## src/rtl/frac_div_pkg.sv

```systemverilog
// ---------------------------------------------------------------------------
// frac_div_pkg
//   Shared definitions for the fractional restoring divider:
//     - state_t     : controller states (IDLE, RUN, FIX, DONE)
//     - div_latency : start-to-ready latency in cycles for given NI/NF
//     - cnt_width   : width of the iteration counter for given NI/NF
//     - CNT_W       : counter width for the default 8.8 configuration
// ---------------------------------------------------------------------------
package frac_div_pkg;

  typedef enum logic [1:0] {
    ST_IDLE = 2'd0,
    ST_RUN  = 2'd1,
    ST_FIX  = 2'd2,
    ST_DONE = 2'd3
  } state_t;

  localparam int DEF_NI = 8;
  localparam int DEF_NF = 8;

  // One cycle per quotient bit plus one cycle of sign fix-up.
  function automatic int div_latency(input int ni, input int nf);
    return ni + nf + 1;
  endfunction

  // The counter is loaded with N and counts down to 0.
  function automatic int cnt_width(input int ni, input int nf);
    return $clog2(ni + nf + 1);
  endfunction

  localparam int CNT_W = cnt_width(DEF_NI, DEF_NF);

endpackage

```

## src/rtl/frac_div_step.sv

```systemverilog
// ---------------------------------------------------------------------------
// frac_div_step
//   One combinational restoring-division iteration.
//   Ports:
//     prem_i    [NI:0]   current partial remainder (always < divisor)
//     divisor_i [NI-1:0] divisor magnitude
//     bit_i              next working-dividend bit (MSB first)
//     prem_o    [NI:0]   next partial remainder
//     qbit_o             quotient bit produced by this iteration
// ---------------------------------------------------------------------------
module frac_div_step
  import frac_div_pkg::*;
#(
  parameter int NI = DEF_NI
) (
  input  logic [NI:0]   prem_i,
  input  logic [NI-1:0] divisor_i,
  input  logic          bit_i,
  output logic [NI:0]   prem_o,
  output logic          qbit_o
);

  logic [NI:0]   shifted;
  logic [NI+1:0] diff;

  // The incoming remainder is below the divisor, so it fits in NI bits and
  // the shifted value never loses its top bit.
  assign shifted = {prem_i[NI-1:0], bit_i};

  // One extra guard bit: its value is the borrow of the trial subtraction.
  assign diff = {1'b0, shifted} - {2'b00, divisor_i};

  assign qbit_o = ~diff[NI+1];
  assign prem_o = qbit_o ? diff[NI:0] : shifted;

endmodule

```

## src/rtl/frac_divider.sv

```systemverilog
// ---------------------------------------------------------------------------
// frac_divider
//   Multi-cycle restoring divider producing an NI.NF fixed-point quotient
//   and an NI-bit integer remainder, with runtime signed/unsigned mode.
//   Ports:
//     clk, reset           rising-edge clock, synchronous active-high reset
//     start                request, accepted only in IDLE/DONE
//     is_signed            1 = two's-complement operands and results
//     dividend, divisor    NI-bit operands, latched on accepted start
//     Q                    NI+NF-bit quotient (NI.NF fixed point)
//     remainder            dividend*2^NF - Q*divisor
//     ready                result valid (held in DONE)
//     busy                 division in progress (RUN/FIX)
//     div_by_zero          divisor was zero
//     overflow             signed quotient not representable (saturated)
// ---------------------------------------------------------------------------
module frac_divider
  import frac_div_pkg::*;
#(
  parameter int NI = DEF_NI,
  parameter int NF = DEF_NF
) (
  input  logic             clk,
  input  logic             reset,
  input  logic             start,
  input  logic             is_signed,
  input  logic [NI-1:0]    dividend,
  input  logic [NI-1:0]    divisor,
  output logic [NI+NF-1:0] Q,
  output logic [NI-1:0]    remainder,
  output logic             ready,
  output logic             busy,
  output logic             div_by_zero,
  output logic             overflow
);

  localparam int N  = NI + NF;
  localparam int CW = cnt_width(NI, NF);

  // Magnitude of an operand; in signed mode -2^(NI-1) maps to 2^(NI-1),
  // which still fits NI unsigned bits.
  function automatic logic [NI-1:0] magnitude(input logic [NI-1:0] x,
                                              input logic          sgn);
    return (sgn && x[NI-1]) ? (~x + 1'b1) : x;
  endfunction

  state_t         state_q, state_d;
  logic [CW-1:0]  cnt_q, cnt_d;
  logic [N-1:0]   work_q, work_d;
  logic [N-1:0]   quo_q, quo_d;
  logic [NI:0]    prem_q, prem_d;
  logic [NI-1:0]  dvsr_q, dvsr_d;
  logic [NI-1:0]  dvnd_q, dvnd_d;
  logic           q_neg_q, q_neg_d;
  logic           r_neg_q, r_neg_d;
  logic           signed_q, signed_d;
  logic           dbz_pend_q, dbz_pend_d;

  logic [N-1:0]   q_out_q, q_out_d;
  logic [NI-1:0]  rem_out_q, rem_out_d;
  logic           ready_q, ready_d;
  logic           dbz_q, dbz_d;
  logic           ovf_q, ovf_d;

  logic [NI:0]    step_prem;
  logic           step_qbit;

  frac_div_step #(.NI(NI)) u_step (
    .prem_i    (prem_q),
    .divisor_i (dvsr_q),
    .bit_i     (work_q[N-1]),
    .prem_o    (step_prem),
    .qbit_o    (step_qbit)
  );

  always_comb begin
    state_d    = state_q;
    cnt_d      = cnt_q;
    work_d     = work_q;
    quo_d      = quo_q;
    prem_d     = prem_q;
    dvsr_d     = dvsr_q;
    dvnd_d     = dvnd_q;
    q_neg_d    = q_neg_q;
    r_neg_d    = r_neg_q;
    signed_d   = signed_q;
    dbz_pend_d = dbz_pend_q;
    q_out_d    = q_out_q;
    rem_out_d  = rem_out_q;
    ready_d    = ready_q;
    dbz_d      = dbz_q;
    ovf_d      = ovf_q;

    unique case (state_q)
      ST_IDLE, ST_DONE: begin
        if (start) begin
          state_d    = ST_RUN;
          cnt_d      = CW'(N);
          // Working dividend is |dividend| scaled by 2^NF.
          work_d     = N'(magnitude(dividend, is_signed)) << NF;
          quo_d      = '0;
          prem_d     = '0;
          dvsr_d     = magnitude(divisor, is_signed);
          dvnd_d     = dividend;
          signed_d   = is_signed;
          q_neg_d    = is_signed & (dividend[NI-1] ^ divisor[NI-1]);
          r_neg_d    = is_signed & dividend[NI-1];
          dbz_pend_d = (divisor == '0);
          ready_d    = 1'b0;
          dbz_d      = 1'b0;
          ovf_d      = 1'b0;
        end
      end

      ST_RUN: begin
        // Iteration keeps running on a zero divisor so latency is constant;
        // the result is replaced in FIX.
        prem_d = step_prem;
        quo_d  = {quo_q[N-2:0], step_qbit};
        work_d = work_q << 1;
        cnt_d  = cnt_q - CW'(1);
        if (cnt_q == CW'(1)) begin
          state_d = ST_FIX;
        end
      end

      ST_FIX: begin
        state_d = ST_DONE;
        ready_d = 1'b1;
        if (dbz_pend_q) begin
          q_out_d   = '1;
          rem_out_d = dvnd_q;
          dbz_d     = 1'b1;
          ovf_d     = 1'b0;
        end else if (signed_q && !q_neg_q && quo_q[N-1]) begin
          // Positive result with magnitude 2^(N-1): only -2^(NI-1)/-1.
          q_out_d   = {1'b0, {(N-1){1'b1}}};
          rem_out_d = '0;
          dbz_d     = 1'b0;
          ovf_d     = 1'b1;
        end else begin
          q_out_d   = q_neg_q ? (~quo_q + 1'b1) : quo_q;
          // Remainder follows the dividend sign (truncation toward zero).
          rem_out_d = r_neg_q ? (~prem_q[NI-1:0] + 1'b1) : prem_q[NI-1:0];
          dbz_d     = 1'b0;
          ovf_d     = 1'b0;
        end
      end

      default: begin
        state_d = ST_IDLE;
      end
    endcase
  end

  always_ff @(posedge clk) begin
    if (reset) begin
      state_q    <= ST_IDLE;
      cnt_q      <= '0;
      work_q     <= '0;
      quo_q      <= '0;
      prem_q     <= '0;
      dvsr_q     <= '0;
      dvnd_q     <= '0;
      q_neg_q    <= 1'b0;
      r_neg_q    <= 1'b0;
      signed_q   <= 1'b0;
      dbz_pend_q <= 1'b0;
      q_out_q    <= '0;
      rem_out_q  <= '0;
      ready_q    <= 1'b0;
      dbz_q      <= 1'b0;
      ovf_q      <= 1'b0;
    end else begin
      state_q    <= state_d;
      cnt_q      <= cnt_d;
      work_q     <= work_d;
      quo_q      <= quo_d;
      prem_q     <= prem_d;
      dvsr_q     <= dvsr_d;
      dvnd_q     <= dvnd_d;
      q_neg_q    <= q_neg_d;
      r_neg_q    <= r_neg_d;
      signed_q   <= signed_d;
      dbz_pend_q <= dbz_pend_d;
      q_out_q    <= q_out_d;
      rem_out_q  <= rem_out_d;
      ready_q    <= ready_d;
      dbz_q      <= dbz_d;
      ovf_q      <= ovf_d;
    end
  end

  assign Q           = q_out_q;
  assign remainder   = rem_out_q;
  assign ready       = ready_q;
  assign busy        = (state_q == ST_RUN) || (state_q == ST_FIX);
  assign div_by_zero = dbz_q;
  assign overflow    = ovf_q;

endmodule

```

## config.mk

```make
export PLATFORM = sky130hd
export DESIGN_NAME = frac_divider
export DESIGN_NICKNAME = d
export VERILOG_FILES = /design/src/rtl/frac_div_pkg.sv /design/src/rtl/frac_div_step.sv /design/src/rtl/frac_divider.sv
export SDC_FILE = /design/constraint.sdc
export NUM_CORES = 1
export LEC_CHECK = 0
export ABC_AREA = 1
export CAP_MARGIN = 20
export CORE_MARGIN = 8
export CORE_UTILIZATION = 39
export DETAILED_ROUTE_END_ITERATION = 10
export SLEW_MARGIN = 40
export SYNTH_ARGS = -nofsm -noshare
export SYNTH_HDL_FRONTEND = slang
export SYNTH_HIERARCHICAL = 1
export SYNTH_SLANG_ARGS = --single-unit
```

## constraint.sdc

```tcl
create_clock -name clk -period 2.1 [get_ports clk]
set_input_delay 0.42 -clock clk [delete_from_list [all_inputs] [get_ports clk]]
set_output_delay 0.42 -clock clk [all_outputs]
set_load 0.005 [all_outputs]
```

Word level (Yosys, flattened, before mapping)
Index checks and enable logic that the tools add are counted.
{"block": "word_totals", "register_bits": 94, "inputBits": 20, "elab_cells": 78}
{"block": "classes", "n_addsub": 6, "n_eq_ne": 6, "muxes": 27, "bitwise": 8, "n_reduce_logical": 15}
{"cell": "two-way mux 16 bit", "n": 5}
{"cell": "one-hot mux 16 bit (2 select lines)", "n": 2}
{"cell": "two-way mux 8 bit", "n": 7}
{"cell": "adder 8 x 1 -> 8 bit (second input constant)", "n": 3}
{"cell": "inverter 8 bit", "n": 3}
{"cell": "adder 16 x 1 -> 16 bit (second input constant)", "n": 1}
{"cell": "inverter 16 bit", "n": 1}
{"cell": "one-hot mux 8 bit (2 select lines)", "n": 1}
{"cell": "one-hot mux 5 bit (2 select lines)", "n": 1}
{"cell": "subtractor 9 x 8 -> 10 bit", "n": 1}
{"cell": "zero test 8 bit", "n": 1}
{"cell": "AND reduction 2 bit", "n": 4}
{"cell": "one-hot mux 1 bit (2 select lines)", "n": 3}
{"cell": "one-hot mux 2 bit (3 select lines)", "n": 1}
{"cell": "equality test 5 x 1 -> 1 bit (second input constant)", "n": 1}
{"cell": "two-way mux 5 bit", "n": 1}
{"cell": "subtractor 5 x 1 -> 5 bit (second input constant)", "n": 1}
{"cell": "equality test 2 bit (second input constant)", "n": 2}
{"cell": "logical AND 1 bit", "n": 4}
{"cell": "two-way mux 1 bit", "n": 4}
{"cell": "two-way mux 2 bit", "n": 2}
{"cell": "inequality test 2 bit (second input constant)", "n": 2}
{"cell": "nonzero test 2 bit", "n": 2}
{"cell": "bitwise AND 1 bit", "n": 2}
{"cell": "7 further kinds", "n": 7}

Logic depth before layout (Yosys ltp)
Gate-level depths: netlist of the first run.
{"block": "logic_depth", "word_depth": 6, "depth_mapped": 13, "mapped_depth_nobuf": 12}

By module
The synthesis of the first run kept the hierarchy.
{"mod": "frac_divider", "n_inst": 1, "cells_each": 576, "area_per_inst_um2": 4132.7, "seq_area_each_um2": 1741.7}
{"mod": "frac_div_step", "n_inst": 1, "cells_each": 125, "area_per_inst_um2": 678.2, "seq_area_each_um2": 0.0}

Worst setup path after synthesis of the first run
OpenSTA, ideal clock, no wires.
{"block": "synth_path", "kind": "reg-to-reg", "startpoint": "reg work_q[15]", "endpoint": "reg prem_q[4]", "setup_ns": 0.071, "t_arrival_ns": 1.626, "t_required_ns": 2.029, "setup_slack_ns": 0.404, "stages_incl_launch_ff": 11, "path_buffers": 0, "cell_sequence": "dfxtp_1 inv_1 ha_1 fa_1 o21ai_0 nand2_1 xnor2_1 nand2_1 nand2_1 nand2_1 a21oi_1"}
{"block": "synth_via", "elab_chain_len": 3}
{"item": "start: declaration", "line": "frac_divider.sv:49", "source": "logic [N-1:0] work_q, work_d;"}
{"item": "start signal: assignment", "line": "frac_divider.sv:177", "source": "work_q <= work_d;"}
{"item": "subtractor 9 x 8 -> 10 bit", "line": "frac_div_step.sv:31", "source": "assign diff = {1'b0, shifted} - {2'b00, divisor_i};"}
{"item": "two-way mux 8 bit", "line": "frac_div_step.sv:34", "source": "assign prem_o = qbit_o ? diff[NI:0] : shifted;"}
{"item": "net step_prem[4]", "line": "frac_divider.sv:65", "source": "logic [NI:0] step_prem;"}
{"item": "one-hot mux 8 bit (2 select lines)", "line": "frac_divider.sv:94", "source": "unique case (state_q)"}
{"item": "end signal: assignment", "line": "frac_divider.sv:179", "source": "prem_q <= prem_d;"}
{"item": "end: declaration", "line": "frac_divider.sv:51", "source": "logic [NI:0] prem_q, prem_d;"}
The timed path passes the listed nets, and every way through them passes these cells.
A chain may end at the register's enable or synchronous reset.

Worst setup path after layout of the first run
{"block": "layout_path", "startpoint": "reg state_q[0]", "endpoint": "out busy"}
{"block": "layout_via", "elab_chain_len": 2, "word_cells_on_any_way": 3}
{"item": "start: declaration", "line": "frac_divider.sv:47", "source": "state_t state_q, state_d;"}
{"item": "start signal: assignment", "line": "frac_divider.sv:175", "source": "state_q <= state_d;"}
{"item": "equality test 2 x 1 -> 1 bit / equality test 2 bit (equally long branches)", "line": "frac_divider.sv:197", "source": "assign busy = (state_q == ST_RUN) || (state_q == ST_FIX);"}
{"item": "logical OR 1 bit *", "line": "frac_divider.sv:197"}
{"item": "end: declaration", "line": "frac_divider.sv:32", "source": "output logic busy,"}
Mark *: on every way between the ends. The rest lies on a longest branch, timed or not.

==> impl_metrics.json, run 1 <==
{
  "status": "finished clean",
  "cts_buffers": 9,
  "rr_startpoint": "state_q[1]",
  "postCtsHoldBufs": 0,
  "worstPathRequired_ps": 1680,
  "irDropWorstVdd_mv": 1.15,
  "fp-row-count": 40,
  "dr.pass1.iters": 4,
  "switching_share_pct": 42.7,
  "hold_start": "work_q[8]",
  "cts.sink_count": 86,
  "first_iter_violations": 277,
  "ys_warn_count": 6,
  "cts_tree": "built",
  "ant_nets": 0,
  "port_buffers": 47,
  "crit_chain": "inv_1, ha_4, inv_2, clkdlybuf4s50_1",
  "wl_per_cell_um": 13.5,
  "insertion_delay_ps": 340,
  "combPwrFrac_pct": 51.6,
  "grt_pass1_wl_um": 19900,
  "path_clk_slew_ps": 60,
  "worstPathArrival_ps": 1590,
  "p_clk_share_pct": 18.8,
  "sequentialPowerShare_pct": 29.6,
  "netlist_area_um2": 4730,
  "root_buffer": "clkbuf_16",
  "finalHoldViolCount": 0,
  "rsz0062_at_grt": "false",
  "drt-total-wl_um": 12000,
  "critPathKind": "flip-flop to output port",
  "crit_path_end_kind": "output port",
  "pre_cts_ws_ps": 177,
  "initial_core_util_pct": 39.7,
  "die_x_um": 126,
  "relSlewSlack_pct": 59.3,
  "timing.final.crit_share_pct": 95.6,
  "min_path_type": "flip-flop to flip-flop",
  "fin_area_um2": 5690,
  "p_leak_nw": 2.40,
  "setup.worst_path.start": "state_q[0]",
  "place_area_um2": 5390,
  "p_sw_w": 0.00347,
  "route.detailed.drc": 0,
  "h-tree-depth": 3,
  "fin_crit_ps": 2010,
  "overflow": 0,
  "final_cells": 886,
  "grt_pass1_vias": 4269,
  "finalSetupViolations": 0,
  "drv_cap": 0,
  "n_antenna_cell": 0,
  "skew_ps": 9.95,
  "die_y_um": 126,
  "hold_depth": 2,
  "start_kind": "flip-flop",
  "tns_ps": 0,
  "syn-num-nets": 723,
  "vias": 4481,
  "timing.fmax_mhz": 498,
  "timing.final.ws_setup_ps": 92.1,
  "tightestPinTransition_ps": 610,
  "r2r_cells": 8,
  "final_common_cell": "nand2_1",
  "dieArea_um2": 15900,
  "synthCells": 685,
  "internal_power_w": 0.00466,
  "nets": 772,
  "clockBufferDepth": 2,
  "finalMaxSlewViolations": 0,
  "grt_antenna_before_repair": 0,
  "gp_congestion": 0.852,
  "mostFrequentLayoutCells": "nand2_1 (167), dfxtp_1 (85), inv_1 (84), a21oi_1 (76), nor2_1 (65)",
  "grt.total_usage_pct": 15.1,
  "dpl.hpwl_um": 8830,
  "syn_avg_cell_area_um2": 6.90,
  "max_stage_delay_ps": 500,
  "cts_setup_buffers": 0,
  "crit_slowest_cell": "clkdlybuf4s50_1",
  "drive_above_1_share_pct": 8.53,
  "grt_max_degree": 52,
  "coreArea_um2": 11900,
  "dp.cells": 870,
  "io_pins": 48,
  "viasPerCell": 5.06,
  "p_per_area_nw_per_um2": 1430,
  "critPathMaxFanout": 4,
  "syn2layout_area_growth_pct": 20.4
}
[flip-flops by register name (all words and copies together), names as in the netlist, 2 cells and up]
register   count
work_q         8
state_q        2
quo_q         16
cnt_q          5
remainder      8
Q             16
dvsr_q         8
dvnd_q         8
prem_q         8
[critical path, delay by kind of cell, from the launching register on]
kind | cells | cell delay, ps
adders and majority gates | 1 | 260
DFF | 1 | 350
buffers and inverters | 3 | 650
[final cells by class]
cell class / instances / area [µm²]
clock buffers: 12 / 256
clock inverters: 4 / 30.0
fillers: 1208 / 6220
inverters: 87 / 327
multi-input cells: 483 / 2530
flip-flops and latches: 86 / 1720
well taps: 147 / 184
repair buffers: 67 / 641
[final timing paths]
| check | end | slack (ps) |
|---|---|---|
| min | work_q[8] | 460 |
| min reg2reg | work_q[8] | 460 |
| max reg2reg | prem_q[1] | 200 |
| max | busy | 90 |
[power by group through the flow]
stage	Combinational, W	Sequential [W]	Clock [W]
6_report	0.00419	0.00241	0.00153
5_1_grt	0.00476	0.00247	0.00164
4_1_cts	0.00417	0.00241	0.00155
3_5_place_dp	0.00414	0.00244	0
3_3_place_gp	0.00411	0.00243	0
2_1_floorplan	0.00305	0.00235	0
[metrics by stage]
stage	power, W	utilization (%)	hold WS, ps
final	0.00813	47.8	464
after global routing	0.00888	47.8	473
after CTS	0.00813	47.7	466
after detailed placement	0.00658	45.2	456
after global placement	0.00654	45.2	454
after floorplan	0.00540	-	430
[per-layer routing]
metal	wire length [µm]	vias up	share of wire, %	track usage [%]
li1	-	2312	-	-
met1	5840	2081	49	19.5
met2	5470	77	46	24.7
met3	535	11	4.5	3.16
met4	142	0	1.2	4.88
met5	0	-	0	0
[timing repair]
action / 4_1_cts / 5_1_grt
gates resized for setup: 2 / 1
pin swaps: 0 / 0
setup endpoints to repair: 1 / 1
Note: power is estimated with default switching activity, not from simulation.
==> inputs of run 2 (changes only) <==
PLACE_DENSITY = 0.56   (was not set)
SKIP_LAST_GASP = 1   (was not set)
==> impl_metrics.json, run 2 (synthesized netlist as in run 1, its figures left out) <==
{
  "status": "finished clean",
  "grt_max_degree": 52,
  "hold_start": "overflow",
  "fin_area_um2": 5670,
  "drt-total-wl_um": 12100,
  "gp_congestion": 0.840,
  "min_path_type": "flip-flop to flip-flop",
  "drv_cap": 0,
  "cts_resized": 3,
  "cts_tree": "built",
  "finalMaxSlewViolations": 0,
  "die_y_um": 126,
  "relSlewSlack_pct": 60.9,
  "grt_pass1_wl_um": 20600,
  "fp-row-count": 40,
  "h-tree-depth": 3,
  "timing.fmax_mhz": 491,
  "critPathMaxFanout": 4,
  "route.detailed.drc": 0,
  "finalSetupViolations": 0,
  "cts.sink_count": 86,
  "worstPathArrival_ps": 1620,
  "overflow": 0,
  "place_area_um2": 5370,
  "grt.total_usage_pct": 15.7,
  "skew_ps": 6.28,
  "start_kind": "flip-flop",
  "p_per_area_nw_per_um2": 1440,
  "coreArea_um2": 11900,
  "final_common_cell": "nand2_1",
  "critPathKind": "flip-flop to output port",
  "n_antenna_cell": 0,
  "insertion_delay_ps": 350,
  "mostFrequentLayoutCells": "nand2_1 (167), dfxtp_1 (85), inv_1 (84), a21oi_1 (76), nor2_1 (65)",
  "path_clk_slew_ps": 70,
  "crit_path_end_kind": "output port",
  "port_buffers": 47,
  "first_iter_violations": 357,
  "clockBufferDepth": 2,
  "rr_startpoint": "state_q[1]",
  "p_leak_nw": 2.38,
  "io_pins": 48,
  "ant_nets": 0,
  "timing.final.crit_share_pct": 97.1,
  "root_buffer": "clkbuf_16",
  "finalHoldViolCount": 0,
  "dp.cells": 867,
  "fin_crit_ps": 2040,
  "postCtsHoldBufs": 0,
  "dpl.hpwl_um": 8900,
  "syn2layout_area_growth_pct": 20.1,
  "initial_core_util_pct": 39.7,
  "vias": 4451,
  "rsz0062_at_grt": "false",
  "final_cells": 883,
  "drive_above_1_share_pct": 8.15,
  "cts_buffers": 9,
  "grt_antenna_before_repair": 0,
  "wl_per_cell_um": 13.7,
  "tightestPinTransition_ps": 587,
  "cts_setup_buffers": 0,
  "grt_pass1_vias": 4154,
  "irDropWorstVdd_mv": 0.913,
  "dieArea_um2": 15900,
  "viasPerCell": 5.04,
  "worstPathRequired_ps": 1680,
  "setup.worst_path.start": "state_q[0]",
  "nets": 769,
  "dr.pass1.iters": 5,
  "die_x_um": 126,
  "tns_ps": 0,
  "fin_worst_hold_slack_ps": 468
}
run 2: cell count changes in the layout (fill, tap and decap cells not counted):
cell and change:
inv_4 +1, inv_2 -1, nand3_2 -1, clkbuf_8 -1, clkinv_2 -1, buf_4 -3, nand3_4 +1, inv_6 +1
clkinvlp_4 +1
run 2: area by class of cell:
| class | instances | area, µm² |
|---|---|---|
| clock buffer | 11 | 243 |
| clock inverter | 5 | 41.3 |
| fill | 1232 | 6240 |
| inverter | 87 | 329 |
| multi-input combinational | 483 | 2540 |
| sequential | 86 | 1720 |
| tap | 147 | 184 |
| timing repair buffer | 64 | 618 |
run 2: worst paths after layout:
check                to  slack, ps  depth (start not counted)
max                busy         60                          4
min            overflow        470                          2
max reg2reg  work_q[11]        230                          8
min reg2reg    overflow        470                          2
run 2: metal layers:
metal  GRT usage, %  share of wire (%)  vias to the layer above
met5              0                  0                        -
met4           4.67                1.2                        0
met3           3.84                4.6                       10
met2           24.3                 45                       82
met1           21.2                 50                     2048
li1               -                  -                     2311
run 2: report_power, final:
group	leakage (nW)	switching, W	total, W	internal, W
logic	1.55	0.00253	0.00422	0.00169
clock network	0.133	0.000686	0.00153	0.000845
registers	0.701	0.000316	0.00241	0.00209
run 2: critical path: stages (launching register included):
cell             delay [ps]
dfxtp_2                 360
inv_1                    80
ha_4                    250
inv_2                    80
clkdlybuf4s50_1         500
run 2: through the flow:
stage / power [W] / utilization [%] / setup WS, ps
final: 0.00816 / 47.6 / 61.8
after global routing: 0.00892 / 47.6 / 0.266
after CTS: 0.00818 / 47.6 / 55.2
after detailed placement: 0.00658 / 45.1 / 156
after global placement: 0.00652 / 45.1 / 209
after floorplan: 0.00540 / - / 469
==> inputs of run 3 (changes only) <==
MAX_ROUTING_LAYER = met4   (was not set)
PLACE_DENSITY = not set   (was 0.56)
PLACE_DENSITY_LB_ADDON = 0.25   (was not set)
==> impl_metrics.json, run 3 (synthesized netlist as in run 1, its figures left out) <==
{
  "cts.sink_count": 86,
  "mostFrequentLayoutCells": "nand2_1 (167), dfxtp_1 (85), inv_1 (84), a21oi_1 (76), nor2_1 (65)",
  "rsz0062_at_grt": "false",
  "die_x_um": 126,
  "dieArea_um2": 15900,
  "fillCellCount": 1204,
  "final_util_pct": 47.8,
  "n_antenna_cell": 0,
  "drive_above_1_share_pct": 8.16,
  "final_cells": 882,
  "reg2reg_slack_ps": 240,
  "grt.total_usage_pct": 15.7,
  "timing.final.crit_share_pct": 96.2,
  "ant_nets": 0,
  "clockBufferDepth": 2,
  "syn2layout_area_growth_pct": 20.6,
  "finalMaxSlewViolations": 0,
  "p_leak_nw": 2.40,
  "vias": 4433,
  "wl_per_cell_um": 13.3,
  "first_iter_violations": 280,
  "status": "finished clean",
  "port_buffers": 47,
  "io_pins": 48,
  "fin_crit_ps": 2020,
  "cts_setup_buffers": 0,
  "dp.cells": 866,
  "dr.pass1.iters": 4,
  "start_kind": "flip-flop",
  "cp_num_buf_inv": 3,
  "place_area_um2": 5380,
  "viasPerCell": 5.03,
  "root_buffer": "clkbuf_16",
  "grt_max_degree": 52,
  "critPathKind": "flip-flop to output port",
  "skew_ps": 5.15,
  "fin_area_um2": 5700,
  "irDropWorstVdd_mv": 0.846,
  "tightestPinTransition_ps": 584,
  "tns_ps": 0,
  "dpl.hpwl_um": 8760,
  "critPathMaxFanout": 4,
  "grt_pass1_wl_um": 20200,
  "critPathTopFamily": "buffers and inverters",
  "drt-total-wl_um": 11700,
  "route.detailed.drc": 0,
  "fp-row-count": 40,
  "insertion_delay_ps": 340,
  "initial_core_util_pct": 39.7,
  "gp_congestion": 0.853,
  "crit_slowest_cell": "clkdlybuf4s50_1",
  "crit_path_end_kind": "output port",
  "grt_pass1_vias": 4249,
  "min_path_type": "flip-flop to flip-flop",
  "nets": 768,
  "p_per_area_nw_per_um2": 1430,
  "grt_antenna_before_repair": 0,
  "crit_chain": "inv_1, ha_4, inv_2, clkdlybuf4s50_1",
  "coreArea_um2": 11900,
  "cts_buffers": 9,
  "final_common_cell": "nand2_1",
  "worstPathArrival_ps": 1600,
  "relSlewSlack_pct": 61.1,
  "p_total_w": 0.00816,
  "finalSetupViolations": 0,
  "timing.fmax_mhz": 495,
  "worstPathRequired_ps": 1680,
  "overflow": 0,
  "finalHoldViolCount": 0,
  "h-tree-depth": 3,
  "die_y_um": 126,
  "drv_cap": 0,
  "cts_tree": "built",
  "path_clk_slew_ps": 60,
  "max_stage_delay_ps": 510
}
-- run 3: cell types whose count changed in the layout (fill, tap and decap cells not counted), sizes merged --
cell,change
inv,-2
bufinv,+1
clkinvlp,-1
clkbuf,-1
buf,-1
clkinv,+3
-- run 3: path summary, 6_finish.rpt --
kind | depth (start not counted) | start | to
max | 4 | state_q[0] | busy
min | 2 | overflow | overflow
max reg2reg | 10 | work_q[15] | prem_q[4]
min reg2reg | 2 | overflow | overflow
-- run 3: worst register-to-register path: stages, from the launching register on --
cell and delay [ps]:
dfxtp_1 350, inv_1 70, ha_1 210, fa_1 440, o21ai_0 190, nand2_1 80, xnor2_1 160, nand2_1 70
nand2_1 60, nand2_1 50, a21oi_1 130
-- run 3: timing repair --
action | 4_1_cts | 5_1_grt
hold buffers | 0 | 0
gates resized for setup | 3 | 0
endpoints found under the setup margin | 1 | 0
-- run 3: power breakdown --
| group | total [W] | internal (W) | switching [W] |
|---|---|---|---|
| clock | 0.00161 | 0.000949 | 0.000657 |
| sequential | 0.00240 | 0.00209 | 0.000306 |
| combinational | 0.00415 | 0.00168 | 0.00247 |
-- run 3: area by class of cell --
type | count | area [µm²] | share of cell area [%]
multi-input combinational | 483 | 2530 | 44.4
sequential | 86 | 1720 | 30.2
timing repair buffer | 63 | 636 | 11.2
inverter | 87 | 327 | 5.73
clock buffer | 10 | 239 | 4.19
tap | 147 | 184 | 3.23
clock inverter | 6 | 61.3 | 1.08
-- run 3: per-stage QoR --
| stage | hold WS (ps) | setup slack, ps |
|---|---|---|
| final | 465 | 80.1 |
| after global routing | 472 | 8.86 |
| after CTS | 467 | 63.2 |
| after detailed placement | 458 | 194 |
| after global placement | 455 | 223 |
| after floorplan | 430 | 469 |
-- run 3: routing by layer --
| metal | up-vias | GRT usage, % | wire length, µm |
|---|---|---|---|
| li1 | 2313 | - | - |
| met1 | 2040 | 20.1 | 5760 |
| met2 | 66 | 24.7 | 5410 |
| met3 | 14 | 2.36 | 372 |
| met4 | 0 | 5.73 | 167 |
| met5 | - | - | 0 |
